`src/rtl/cdb_arbiter_pkg.sv`:
```
// Shared constants and source numbering for the CDB arbiter.
// Source indices double as grant bit positions.
package cdb_arbiter_pkg;

    localparam int NUM_SRC      = 5;
    localparam int QUEUE_DEPTH  = 4;
    localparam int STARVE_LIMIT = 8;

    typedef enum logic [2:0] {
        SRC_ALU    = 3'd0,
        SRC_MUL    = 3'd1,
        SRC_BR     = 3'd2,
        SRC_DCACHE = 3'd3,
        SRC_SQ     = 3'd4
    } src_e;

endpackage

```
`src/rtl/cdb_rr_picker.sv`:
```
// Rotating priority picker: first requester at or after the
// pointer (wrapping) wins, returned as a one-hot vector.
module cdb_rr_picker
    import cdb_arbiter_pkg::*;
#(
    parameter int N  = 5,
    parameter int PW = 3
) (
    input  logic [N-1:0]  i_req,
    input  logic [PW-1:0] i_rr_ptr,
    output logic [N-1:0]  o_grant
);

    logic [2*N-1:0] w_dbl;
    logic [N-1:0]   w_rot;
    logic [N-1:0]   w_pick;
    logic [2*N-1:0] w_back;

    // rotate so the pointer sits at bit 0, take lowest set bit, rotate back
    always_comb begin
        w_dbl   = {i_req, i_req} >> i_rr_ptr;
        w_rot   = w_dbl[N-1:0];
        w_pick  = w_rot & (~w_rot + N'(1));
        w_back  = {w_pick, w_pick} << i_rr_ptr;
        o_grant = w_back[2*N-1:N];
    end

endmodule

```
`src/rtl/cdb_arbiter.sv`:
```
// Common data bus arbiter: tracks per-source result queue counts,
// grants one source per cycle round-robin with a starvation override.
module cdb_arbiter
    import cdb_arbiter_pkg::*;
#(
    parameter int NUM_SRC      = cdb_arbiter_pkg::NUM_SRC,
    parameter int QUEUE_DEPTH  = cdb_arbiter_pkg::QUEUE_DEPTH,
    parameter int STARVE_LIMIT = cdb_arbiter_pkg::STARVE_LIMIT
) (
    input  logic                                     clock,
    input  logic                                     reset,
    input  logic                                     flush,
    input  logic [NUM_SRC-1:0]                       push,
    output logic [NUM_SRC-1:0]                       fu_ready,
    output logic [NUM_SRC-1:0]                       grant,
    output logic                                     grant_valid,
    output logic [NUM_SRC*$clog2(QUEUE_DEPTH+1)-1:0] occupancy,
    output logic                                     overflow_err
);

    localparam int OCC_W = $clog2(QUEUE_DEPTH + 1);
    localparam int AGE_W = $clog2(STARVE_LIMIT + 1);
    localparam int PTR_W = (NUM_SRC > 1) ? $clog2(NUM_SRC) : 1;

    logic [OCC_W-1:0]   r_occ [NUM_SRC];
    logic [AGE_W-1:0]   r_age [NUM_SRC];
    logic [PTR_W-1:0]   r_rr_ptr;
    logic               r_overflow;

    logic [NUM_SRC-1:0] w_req;
    logic [NUM_SRC-1:0] w_ready;
    logic [NUM_SRC-1:0] w_rr_grant;
    logic [NUM_SRC-1:0] w_force_grant;
    logic               w_force_any;
    logic [NUM_SRC-1:0] w_grant;
    logic [NUM_SRC-1:0] w_drop;
    logic [PTR_W-1:0]   w_next_ptr;

    // request and space status straight from the tracked counts
    always_comb begin
        for (int i = 0; i < NUM_SRC; i++) begin
            w_req[i]   = (r_occ[i] != '0);
            w_ready[i] = (r_occ[i] < OCC_W'(QUEUE_DEPTH));
            w_drop[i]  = push[i] & ~w_ready[i] & ~w_grant[i];
        end
    end

    cdb_rr_picker #(
        .N  (NUM_SRC),
        .PW (PTR_W)
    ) u_picker (
        .i_req    (w_req),
        .i_rr_ptr (r_rr_ptr),
        .o_grant  (w_rr_grant)
    );

    // lowest-index starved source overrides the round-robin pick
    always_comb begin
        w_force_grant = '0;
        w_force_any   = 1'b0;
        for (int i = NUM_SRC - 1; i >= 0; i--) begin
            if (r_age[i] == AGE_W'(STARVE_LIMIT)) begin
                w_force_grant    = '0;
                w_force_grant[i] = 1'b1;
                w_force_any      = 1'b1;
            end
        end
        w_grant = w_force_any ? w_force_grant : w_rr_grant;
    end

    // pointer moves just past whoever was granted
    always_comb begin
        w_next_ptr = r_rr_ptr;
        for (int i = 0; i < NUM_SRC; i++) begin
            if (w_grant[i]) begin
                w_next_ptr = (i == NUM_SRC - 1) ? '0 : PTR_W'(i + 1);
            end
        end
    end

    // counts, ages, pointer and sticky overflow
    always_ff @(posedge clock) begin
        if (reset) begin
            for (int i = 0; i < NUM_SRC; i++) begin
                r_occ[i] <= '0;
                r_age[i] <= '0;
            end
            r_rr_ptr   <= '0;
            r_overflow <= 1'b0;
        end else if (flush) begin
            for (int i = 0; i < NUM_SRC; i++) begin
                r_occ[i] <= '0;
                r_age[i] <= '0;
            end
            r_rr_ptr <= '0;
        end else begin
            r_rr_ptr <= w_next_ptr;
            if (|w_drop) begin
                r_overflow <= 1'b1;
            end
            for (int i = 0; i < NUM_SRC; i++) begin
                if (!w_drop[i]) begin
                    r_occ[i] <= r_occ[i] + OCC_W'(push[i])
                              - OCC_W'(w_grant[i]);
                end
                if (w_req[i] && !w_grant[i]) begin
                    if (r_age[i] != AGE_W'(STARVE_LIMIT)) begin
                        r_age[i] <= r_age[i] + AGE_W'(1);
                    end
                end else begin
                    r_age[i] <= '0;
                end
            end
        end
    end

    // drive outputs
    always_comb begin
        occupancy = '0;
        for (int i = 0; i < NUM_SRC; i++) begin
            occupancy[i*OCC_W +: OCC_W] = r_occ[i];
        end
        fu_ready     = w_ready;
        grant        = w_grant;
        grant_valid  = |w_grant;
        overflow_err = r_overflow;
    end

endmodule

```
`config.mk`:
```
export PLATFORM = sky130hd
export DESIGN_NAME = cdb_arbiter
export DESIGN_NICKNAME = d
export VERILOG_FILES = /design/src/rtl/cdb_arbiter_pkg.sv /design/src/rtl/cdb_rr_picker.sv /design/src/rtl/cdb_arbiter.sv
export SDC_FILE = /design/constraint.sdc
export NUM_CORES = 1
export LEC_CHECK = 0
export CAP_MARGIN = 20
export CORE_UTILIZATION = 55
export DETAILED_ROUTE_END_ITERATION = 7
export PLACE_DENSITY = 0.88
export SLEW_MARGIN = 25
export SYNTH_ARGS = -nofsm -noshare
export SYNTH_HDL_FRONTEND = slang
export SYNTH_SLANG_ARGS = --single-unit
```
`constraint.sdc`:
```
create_clock -name clock -period 7.7 [get_ports clock]
set_clock_uncertainty 0.15 [all_clocks]
set_input_delay 1.54 -clock clock [delete_from_list [all_inputs] [get_ports clock]]
set_output_delay 1.54 -clock clock [all_outputs]
set_load 0.02 [all_outputs]
```
==> out/qor.csv <==
metric,value,unit
htreeDepth,2,
die_w,79.0,µm
cp_max_fo,27,
rsz0062_at_grt,false,
fin_ws,1.60,ns
overflow,0,
dr.pass1.iters,5,
yosysTopAreaCellShare,28.5,%
dieArea,0.00624,mm²
muxShareOfSynthArea,2.61,%
setup_viol,0,
period_minus_slack,6.10,ns
cp_data_arrival_time,4.41,ns
endpoint_kind,output port,
netlist.top_cell.by_area,edfxtp_1,
nFillCells,449,
synth_edf_count,31,
maxCapViolations,0,
regToRegStartpoint,r_rr_ptr[1],
crit_type,flip-flop to output port,
holdBufCountCts,0,
synth_commonest_cells,"inv_1 (43), nor2_1 (34), edfxtp_1 (31)",
hold_path_depth,2,
syn_inst,361,
holdPathEnd,r_age[4][3],
status,"finished, final reports clean",
synth_compound_area_share,15.7,%
cts_tree,yes,
synthSimpleGateAreaFrac,23.9,%
ys_seq_elements,39,
crit_path_cell_trace,"nor4_1, a21oi_1, a2111oi_0, nand2_1, o31ai_2, o22ai_1, nor3_4, nor2_1, nand3_1, clkdlybuf4s50_1",
yosysUniqueCellTypes,70,
die_h,79.0,µm
max_freq,164,MHz
ff2ff_path_depth,14,
ctsResizeCount,0,
drtAntennaViolNets,0,
rrSetupSlack,2.73,ns
yosysWarnings,0,
tns,0,ns
path_buf_inv,1,
syn_area,0.00326,mm²
met3_usage,3.56,%
design.core.area,0.00561,mm²
yosysSeqAreaShare,33.5,%
fin_crit_sh,79.2,%
pwr_density_cell,424,mW/mm²
grt_pass1_wl,13400,µm
worstMarginPinSlew,0.925,ns
grt_max_degree,28,
gp_congestion,1.03,
fin_nets,421,
viasPerCell,6.36,
grt_antenna_before_repair,0,
area_growth,14.8,%
synth_adder_area_share,10.7,%
crit_family,simple AND/OR/NAND/NOR gates,
cts_buffers,5,
drt_iter0_markers,310,
finalMaxSlewViolations,0,
cp-start-kind,flip-flop,
max_slew_margin,38.3,%
grt_busiest_layer,met2,
synthFlopType,edfxtp_1,
grtUsageMet2,48.6,%
worstPathRequired,6.01,ns
grt_pass1_vias,2698,
cts_buffer_depth,2,
netSwitchingPower,0.755,mW
p_clk_share,12.8,%
synth_xor_area_share,5.37,%
met1_usage,35.4,%
drc,0,
cpMaxStageDelayCell,nor4_1,
power_frac_seq,22.0,%
start_util,58.1,%
ir_drop,0.310,mV
clk-insertion-delay-late,0.30,ns
track_usage,27.8,%
synth.area.top_cells,"edfxtp_1 (29%), ha_1 (7.7%), inv_1 (5.0%)",
cts.clk_slew.worst_paths,0.08,ns
intPower,0.833,mW
std_cell_rows,27,
swShare,47.5,%
wl_per_cell,17.8,µm
routed_wl,8200,µm
num_vias,2934,
post-synth-top-count-cell,inv_1,
async_flop_share,0,%
port_buffers,34,
dp_hpwl,6040,µm
drive_gt1_share,7.20,%
final_hold_viol_count,0,
p_leak,1.40,nW
pin_count,35,
clock_sinks,39,
p_comb_share,65.2,%
syn_area_per_cell,9.03,µm²
rr_endpoint,r_occ[0][5],
dp_slack,2.13,ns
min_from,r_age[4][3],
cts_setup_buffers,0,
hp-class,flip-flop to flip-flop,
diodes,0,
synth_top_family_by_area,simple AND/OR/NAND/NOR gates,
fin_util,66.8,%
root_buffer,clkbuf_8,
cp_slowest_stage_delay,0.85,ns
## worst register-to-register path, cell delays in order, from the launching register on
cell      delay (ns)
dfxtp_1         0.62
nor4_1          0.86
a21oi_1         0.20
a31o_2          0.35
a32oi_1         0.32
o221ai_1        0.22
a31oi_1         0.49
inv_1           0.18
ha_1            0.33
inv_1           0.04
ha_1            0.18
fa_1            0.37
xnor2_1         0.21
xnor2_1         0.14
nor2_1          0.07
## kinds of logic after synthesis
kind of cell	after synthesis
other cells	1
flops	39
buf+inv	62
compound gates	65
mux	6
fa+ha+maj	25
xor+xnor	20
simple gates	143
## metal layers
metal	routed length (µm)	share of wire (%)
met4	262	3.2
met2	3930	48
met1	3340	41
met5	0	0
met3	661	8.1
## layout make-up
| cell class | count | area, µm² | area share (%) |
|---|---|---|---|
| Clock buffer | 6 | 72.6 | 1.94 |
| Clock inverter | 2 | 60.1 | 1.60 |
| Inverter | 44 | 165 | 4.41 |
| Multi-Input combinational cell | 263 | 1920 | 51.2 |
| Sequential cell | 39 | 1090 | 29.1 |
| Tap cell | 72 | 90.1 | 2.41 |
| Timing Repair Buffer | 35 | 348 | 9.29 |
## how the worst max path moves through the flow
stage,from,to,depth (start not counted)
2_1_floorplan,r_occ[0][14],grant_valid,9
3_3_place_gp,r_rr_ptr[1],grant_valid,10
3_5_place_dp,r_rr_ptr[1],grant_valid,10
4_1_cts,r_rr_ptr[1],grant_valid,10
5_1_grt,r_rr_ptr[1],grant_valid,10
6_report,r_rr_ptr[1],grant_valid,10
## registers in the layout (all words and copies together), names as in the netlist
signal and flops:
r_occ 15, r_rr_ptr 3, overflow_err 1, r_age 20
## cell usage in the layout (no fill, tap or decap), drive strengths merged, types with 12 or more instances in the layout
cell / Yosys / routed
xnor2: 15 / 15
edfxtp: 31 / 31
and2: 15 / 15
o21ai: 12 / 12
inv: 43 / 43
nor3: 15 / 15
nand3: 12 / 12
nor4: 13 / 13
clkdlybuf4s50: 0 / 34
nand2: 20 / 20
ha: 20 / 20
nor2: 35 / 35
## power by group through the flow
stage          clock [mW]  combinational [mW]  sequential, mW
3_3_place_gp            0               0.980           0.351
4_1_cts             0.205                1.01           0.347
6_report            0.204                1.04           0.349
2_1_floorplan           0               0.706           0.339
3_5_place_dp            0                1.00           0.351
5_1_grt             0.213                1.13           0.356
## through the flow
stage	instances	total power, mW	area [µm²]	hold slack [ns]
2_1_floorplan	364	1.04	3270	0.381
3_3_place_gp	453	1.33	3610	0.411
3_5_place_dp	453	1.35	3610	0.411
4_1_cts	461	1.57	3740	0.430
5_1_grt	461	1.70	3740	0.472
6_report	461	1.59	3740	0.422
(Power assumes the default switching activity.)
